--- config.mk ---
export PLATFORM = sky130hd
export DESIGN_NAME = bmc_soft_pipe
export DESIGN_NICKNAME = d
export VERILOG_FILES = /design/src/rtl/bmc_soft_pipe.sv
export SDC_FILE = /design/constraint.sdc
export NUM_CORES = 1
export LEC_CHECK = 0
export BUFFER_PORTS_ARGS = -buffer_cell sky130_fd_sc_hd__buf_2
export CAP_MARGIN = 30
export CORE_UTILIZATION = 56
export DETAILED_ROUTE_END_ITERATION = 8
export GPL_ROUTABILITY_DRIVEN = 0
export GPL_TIMING_DRIVEN = 0
export PLACE_DENSITY = 0.8
export SYNTH_ARGS = -nofsm -noshare
export SYNTH_HDL_FRONTEND = slang
export SYNTH_SLANG_ARGS = --single-unit
export TNS_END_PERCENT = 20
--- constraint.sdc ---
create_clock -name clk -period 5.85 [get_ports clk]
set_input_delay 0.2925 -clock clk [delete_from_list [all_inputs] [get_ports clk]]
set_output_delay 0.2925 -clock clk [all_outputs]
set_load 0.05 [all_outputs]
--- src/rtl/bmc_soft_pipe.sv ---
//------------------------------------------------------------------------------
// Module   : bmc_soft_pipe
// Brief    : Soft/hard branch-metric unit with erasure support and 2-stage
//            valid/ready pipeline feeding the Viterbi ACS array.
// Revision : 1.0 - initial release
//------------------------------------------------------------------------------
`default_nettype none

module bmc_soft_pipe #(
   parameter int RATE_N = 2,
   parameter int SW     = 3,
   parameter int BMW    = SW + $clog2(RATE_N),
   parameter int CNT_W  = 8
) (
   input  logic                           clk,
   input  logic                           rst_n,
   input  logic                           i_valid,
   output logic                           i_ready,
   input  logic [RATE_N*SW-1:0]           i_soft,
   input  logic [RATE_N-1:0]              i_erase,
   input  logic                           i_last,
   input  logic                           hard_mode,
   output logic                           o_valid,
   input  logic                           o_ready,
   output logic [(1<<RATE_N)*BMW-1:0]     o_bm,
   output logic [RATE_N-1:0]              o_min_idx,
   output logic                           o_last,
   output logic [CNT_W-1:0]               o_sym_cnt
);

   localparam int            c_NCW  = 1 << RATE_N;
   localparam logic [SW-1:0] c_SMAX = '1;

   logic                    w_en1;
   logic                    w_en2;
   logic [RATE_N*SW-1:0]    w_d0;
   logic [RATE_N*SW-1:0]    w_d1;
   logic [c_NCW*BMW-1:0]    w_bm;
   logic [RATE_N-1:0]       w_min_idx;

   logic                    r_s1_valid;
   logic                    r_s1_last;
   logic [RATE_N*SW-1:0]    r_s1_d0;
   logic [RATE_N*SW-1:0]    r_s1_d1;

   // Stage 2 frees up on output transfer or when empty; stage 1 follows.
   assign w_en2   = !o_valid || o_ready;
   assign w_en1   = !r_s1_valid || w_en2;
   assign i_ready = w_en1;

   // d0: distance to an expected 0, d1: distance to an expected 1.
   always_comb begin
      w_d0 = '0;
      w_d1 = '0;
      for (int j = 0; j < RATE_N; j++) begin
         if (!i_erase[j]) begin
            if (hard_mode) begin
               w_d0[j*SW +: SW] = SW'(i_soft[j*SW + SW - 1]);
               w_d1[j*SW +: SW] = SW'(!i_soft[j*SW + SW - 1]);
            end else begin
               w_d0[j*SW +: SW] = i_soft[j*SW +: SW];
               w_d1[j*SW +: SW] = c_SMAX - i_soft[j*SW +: SW];
            end
         end
      end
   end

   always_ff @(posedge clk or negedge rst_n) begin
      if (!rst_n) begin
         r_s1_valid <= 1'b0;
         r_s1_last  <= 1'b0;
         r_s1_d0    <= '0;
         r_s1_d1    <= '0;
      end else if (w_en1) begin
         r_s1_valid <= i_valid;
         if (i_valid) begin
            r_s1_last <= i_last;
            r_s1_d0   <= w_d0;
            r_s1_d1   <= w_d1;
         end
      end
   end

   // Strict less-than while scanning upward keeps ties on the lowest index.
   always_comb begin
      logic [BMW-1:0] acc;
      logic [BMW-1:0] min_val;
      w_bm      = '0;
      w_min_idx = '0;
      acc       = '0;
      min_val   = '0;
      for (int k = 0; k < c_NCW; k++) begin
         acc = '0;
         for (int j = 0; j < RATE_N; j++) begin
            if (((k >> j) & 1) == 1)
               acc = acc + BMW'(r_s1_d1[j*SW +: SW]);
            else
               acc = acc + BMW'(r_s1_d0[j*SW +: SW]);
         end
         w_bm[k*BMW +: BMW] = acc;
         if (k == 0 || acc < min_val) begin
            min_val   = acc;
            w_min_idx = RATE_N'(k);
         end
      end
   end

   always_ff @(posedge clk or negedge rst_n) begin
      if (!rst_n) begin
         o_valid   <= 1'b0;
         o_last    <= 1'b0;
         o_bm      <= '0;
         o_min_idx <= '0;
      end else if (w_en2) begin
         o_valid <= r_s1_valid;
         if (r_s1_valid) begin
            o_last    <= r_s1_last;
            o_bm      <= w_bm;
            o_min_idx <= w_min_idx;
         end
      end
   end

   always_ff @(posedge clk or negedge rst_n) begin
      if (!rst_n)
         o_sym_cnt <= '0;
      else if (o_valid && o_ready)
         o_sym_cnt <= o_last ? '0 : o_sym_cnt + CNT_W'(1);
   end

endmodule

`default_nettype wire

After elaboration in Yosys (flattened, before gate mapping)
Cells that the tools add are included.

Register bits after elaboration: 42. Output and inout bits: 29. Logic and storage cells: 42.

$add $sub $neg: 7. Magnitude comparators: 3. Multiplexer cells: 14. Reduce and logical (&&, ||, !) cells: 9.

Operators with widths (count): 3-bit 2-to-1 mux (8); 3-bit by 3-bit adder with 4-bit output (4); 4-bit less-than comparator (3); 8-bit by 1-bit adder with 8-bit output (second input constant) (1); 4-bit 2-to-1 mux (2); 8-bit 2-to-1 mux (1); 3-bit subtractor (first input constant) (2); 1-bit logical NOT (4); 2-bit 2-to-1 mux (2); 2-bit AND reduction (2); 1-bit logical OR (2); 1-bit logical AND (1); 1-bit 2-to-1 mux (1).

Depth between registers and ports, before layout
Word-level depth: 7. Mapped depth: 20. Mapped depth without buffers: 20.

Worst setup path after synthesis
Ideal clock, no wire load.

Path type: flip-flop to flip-flop. Start: reg r_s1_d0[3]. End: reg o_min_idx[1]. Setup time: 0.135 ns. Arrival: 4.200 ns. Data required time: 5.715 ns. Setup slack: 1.516 ns. Stages on the path, launching flop included: 20. Buffers on the path: 0. Clock period less this slack: 4.334 ns. Cells stage by stage: dfrtp_1 -> ha_1 -> fa_1 -> xor2_1 -> inv_1 -> ha_1 -> a2111oi_0 -> nor3_1 -> mux2i_1 -> ha_1 -> nor2b_4 -> or4_4 -> o31ai_4 -> nand2_1 -> o21a_1 -> ha_1 -> o21a_1 -> o21ai_0 -> a2111oi_1 -> nor3_2.

Longest elaborated chain between the ends: 7. Elaborated cells on any way between the ends: 9.

RTL lines: start: declaration (line 43) `logic [RATE_N*SW-1:0] r_s1_d0;`; start signal: assignment (line 78) `r_s1_d0 <= w_d0;`; 3-bit by 3-bit adder with 4-bit output; 4-bit less-than comparator (line 101) `if (k == 0 || acc < min_val) begin`; 4-bit 2-to-1 mux * (line 101); 4-bit less-than comparator (line 101); 4-bit 2-to-1 mux (line 101); 4-bit less-than comparator (line 101); 2-bit 2-to-1 mux * (line 101); end signal: assignment (line 119) `o_min_idx <= w_min_idx;`; end: declaration (line 26) `output logic [RATE_N-1:0] o_min_idx,`.

Mark *: on every way between the ends. The rest lies on a longest branch, timed or not. A chain may end at the register's enable or synchronous reset.

Final worst setup path
Start: reg r_s1_d0[0]. End: reg o_min_idx[0].

Longest elaborated chain between the ends: 7. Elaborated cells on any way between the ends: 10.

RTL lines (line): 3-bit by 3-bit adder with 4-bit output; 4-bit less-than comparator (101); 4-bit 2-to-1 mux (101); 4-bit less-than comparator (101); 4-bit 2-to-1 mux (101); 4-bit less-than comparator (101); 2-bit 2-to-1 mux * (101).

Marks and branches as above.

==> impl_metrics.env <==
export IMPL_cts_tree="done"
export IMPL_clock_skew_final_ns=0.00901
export IMPL_power_leakage_nw=1.54
export IMPL_synth_edff_count=0
export IMPL_cp_max_fo=7
export IMPL_reg2regPathDepth=20
export IMPL_clk_insertion_delay_late_ns=0.30
export IMPL_crit_slowest_cell="nor3_1"
export IMPL_dr_pass1_iters=4
export IMPL_antenna_found_initial=0
export IMPL_critical_path_arrival_ns=5.06
export IMPL_report_final_slew_viol_count=0
export IMPL_ys_top_cells_by_count="nand2_1, dfrtp_1, ha_1"
export IMPL_synth_nets=302
export IMPL_grt_util_all_layers=0.234
export IMPL_worst_pin_slew_ns=0.902
export IMPL_drtIter0Drc=86
export IMPL_peakVddDrop_v=0.000188
export IMPL_ys_warn_count=0
export IMPL_yosysTopAreaCell="dfrtp_1"
export IMPL_hold_path_class="input pin to async pin"
export IMPL_cts_clk_slew_worst_paths_ns=0.09
export IMPL_synthTopCellsByArea="dfrtp_1, ha_1, nand2_1"
export IMPL_io_pins=43
export IMPL_worstSetupPathType="flop to flop"
export IMPL_crit_path_end_kind="flop"
export IMPL_syn_cell_area_um2=2470
export IMPL_worstReg2RegStart="r_s1_d0[0]"
export IMPL_core_area_um2=4120
export IMPL_synth_most_common_cell="nand2_1"
export IMPL_cp_slowest_stage_delay_ns=0.46
export IMPL_root_buffer="clkbuf_8"
export IMPL_vias_per_cell=5.41
export IMPL_synthCells=260
export IMPL_cp_cell_sequence="ha_1 -> fa_1 -> xor2_1 -> inv_1 -> ha_1 -> nor3_1 -> nor3_1 -> mux2i_1 -> ha_1 -> nor2b_4 -> or4_4 -> o31ai_4 -> nand2_1 -> o21a_1 -> ha_1 -> o21a_1 -> o21ai_0 -> a21oi_1 -> o21a_1 -> a21oi_1"
export IMPL_ant_nets=0
export IMPL_fp_dieArea_um2=4680
export IMPL_cts_buffer_depth=2
export IMPL_ys_flop_type="dfrtp_1"
export IMPL_num_antenna_cells=0
export IMPL_reg2reg_slack_ns=1.02
export IMPL_initial_utilization=0.600
export IMPL_synth_seq_area_share=0.425
export IMPL_totalWireLength_mm=4.90
export IMPL_multi_input_area_um2=1360
export IMPL_hold_viol=0
export IMPL_min_period_ns=4.83
export IMPL_p_per_area_nw_per_um2=389
export IMPL_htreeDepth=2
export IMPL_cts_hold_buf=0
export IMPL_vias=1941
export IMPL_grt_start_max_net_pins=43
export IMPL_post_cts_buffers=0
export IMPL_total_power_w=0.00110
export IMPL_hold_ws_ns=0.117
export IMPL_yosys_area_top_type_share=0.425
export IMPL_drv_cap=0
export IMPL_portBuffers=41
export IMPL_regArea_um2=1050
export IMPL_status="finished clean"
export IMPL_relSlewSlack=0.399
export IMPL_synth_seq_cells=42
export IMPL_worst_path_buf_inv=1
export IMPL_clock_sinks=42
export IMPL_async_reset_ff_frac=1.00
export IMPL_final_fill_count=327
export IMPL_synth_avg_cell_area_um2=9.50
export IMPL_first_global_vias=1723
export IMPL_cp_top_family="adder cells"
export IMPL_rsz0062_at_grt="false"
export IMPL_drc_errors=0
export IMPL_rows=23
export IMPL_tns_ns=0
export IMPL_final_period_utilization=0.825
export IMPL_post_dp_hpwl_mm=3.82
export IMPL_setup_viol=0
export IMPL_synthToLayoutAreaGrowth_pct=14.7
export IMPL_grt_overflow_total=0
export IMPL_cp_required_ns=6.08
export IMPL_worstSetupStartpointType="flop"
export IMPL_grt_pass1_wl_mm=8.02
export IMPL_r2r_end="o_min_idx[0]"
export IMPL_max_freq_mhz=207
export IMPL_cpMostUsedCell="ha_1"
export IMPL_final_nets=350
export IMPL_die_w_um=68.4
export IMPL_synth_distinct_cells=40
export IMPL_cts_buffers=5
export IMPL_drive_gt1_frac=0.191
export IMPL_ctsResizeCount=0
export IMPL_dieHeight_um=68.4
export IMPL_wl_per_cell_um=13.6
-- state kept, by name (all words and copies together) (netlist names), 2 cells and up --
| signal | cells |
|---|---|
| o_bm | 16 |
| o_sym_cnt | 8 |
| r_s1_d0 | 6 |
| r_s1_d1 | 6 |
| o_min_idx | 2 |
-- worst max-delay path by stage --
stage	from	endpoint	slack (ns)	depth (start not counted)
floorplan	r_s1_d0[3]	o_min_idx[1]	1.52	19
global placement	r_s1_d0[1]	o_min_idx[0]	1.13	20
detailed placement	r_s1_d0[0]	o_min_idx[0]	1.06	20
CTS	r_s1_d0[1]	o_min_idx[0]	0.99	20
global route	r_s1_d0[3]	o_min_idx[1]	0.64	19
finish	r_s1_d0[0]	o_min_idx[0]	1.02	20
-- area by class of cell --
class / instances / area share
Inverter: 7 / 0.00927
Buffer: 9 / 0.0124
Multi-Input combinational cell: 202 / 0.479
Clock inverter: 2 / 0.00442
Timing Repair Buffer: 41 / 0.0724
Tap cell: 50 / 0.0221
Sequential cell: 42 / 0.371
Clock buffer: 6 / 0.0291
-- power breakdown --
group / internal [W] / leakage (nW) / switching [W]
Clock: 0.0000949 / 0.0472 / 0.000104
Sequential: 0.000343 / 0.540 / 0.0000453
Combinational: 0.000168 / 0.954 / 0.000346
Total: 0.000606 / 1.54 / 0.000495
-- cells in the final DEF, fill, tap and decap left out, types with 2 or more instances in the layout --
cell       n
a21oi_1    8
clkbuf_8   6
nand2_1   69
nand2b_1   6
fa_1       3
o21ai_0   11
o21a_1     5
mux2_2     2
nand3b_1   2
xnor2_1    2
ha_1      25
nor2_1    12
buf_2     41
and2_1     2
nand4_1    2
o31ai_1    3
o21ai_1    4
o41ai_1    4
mux2i_1    5
a21o_1     8
dfrtp_1   42
clkbuf_1   8
nor3_1     6
inv_1      7
nand3_1    2
xor2_1     6
-- cells by family after synthesis --
group,after synthesis,synth area share
and+or+nand+nor,109,0.199
AOI/OAI and AO/OA,50,0.142
DFF,42,0.425
adders and majority gates,28,0.151
buffers and inverters,16,0.0248
xor gates and xnor gates,8,0.0284
muxes,7,0.0294
-- layer usage --
metal  vias up  wire (um)  global-route usage
met1       905       2420               0.320
met4         0         65              0.0807
met3         6        151              0.0517
met2        37       2260               0.364
li1        993          -                   -
met5         -          0                   0
-- worst register-to-register path: stages (launching register included) --
cell and delay, ns:
dfrtp_1 0.42, ha_1 0.24, fa_1 0.38, xor2_1 0.18, inv_1 0.09, ha_1 0.31
nor3_1 0.05, nor3_1 0.46, mux2i_1 0.21, ha_1 0.22, nor2b_4 0.13, or4_4 0.43
o31ai_4 0.40, nand2_1 0.10, o21a_1 0.12, ha_1 0.27, o21a_1 0.17, o21ai_0 0.23
a21oi_1 0.11, o21a_1 0.11, a21oi_1 0.11
-- metrics by stage --
stage / instances / util / instance area (um2) / setup WS, ns
global placement: 351 / 0.666 / 2740 / 1.13
global route: 359 / 0.689 / 2830 / 0.641
finish: 359 / 0.689 / 2830 / 1.02
floorplan: 260 / - / 2470 / 1.52
CTS: 359 / 0.689 / 2830 / 0.994
detailed placement: 351 / 0.666 / 2740 / 1.06
Note: power is estimated with default switching activity, not from simulation.
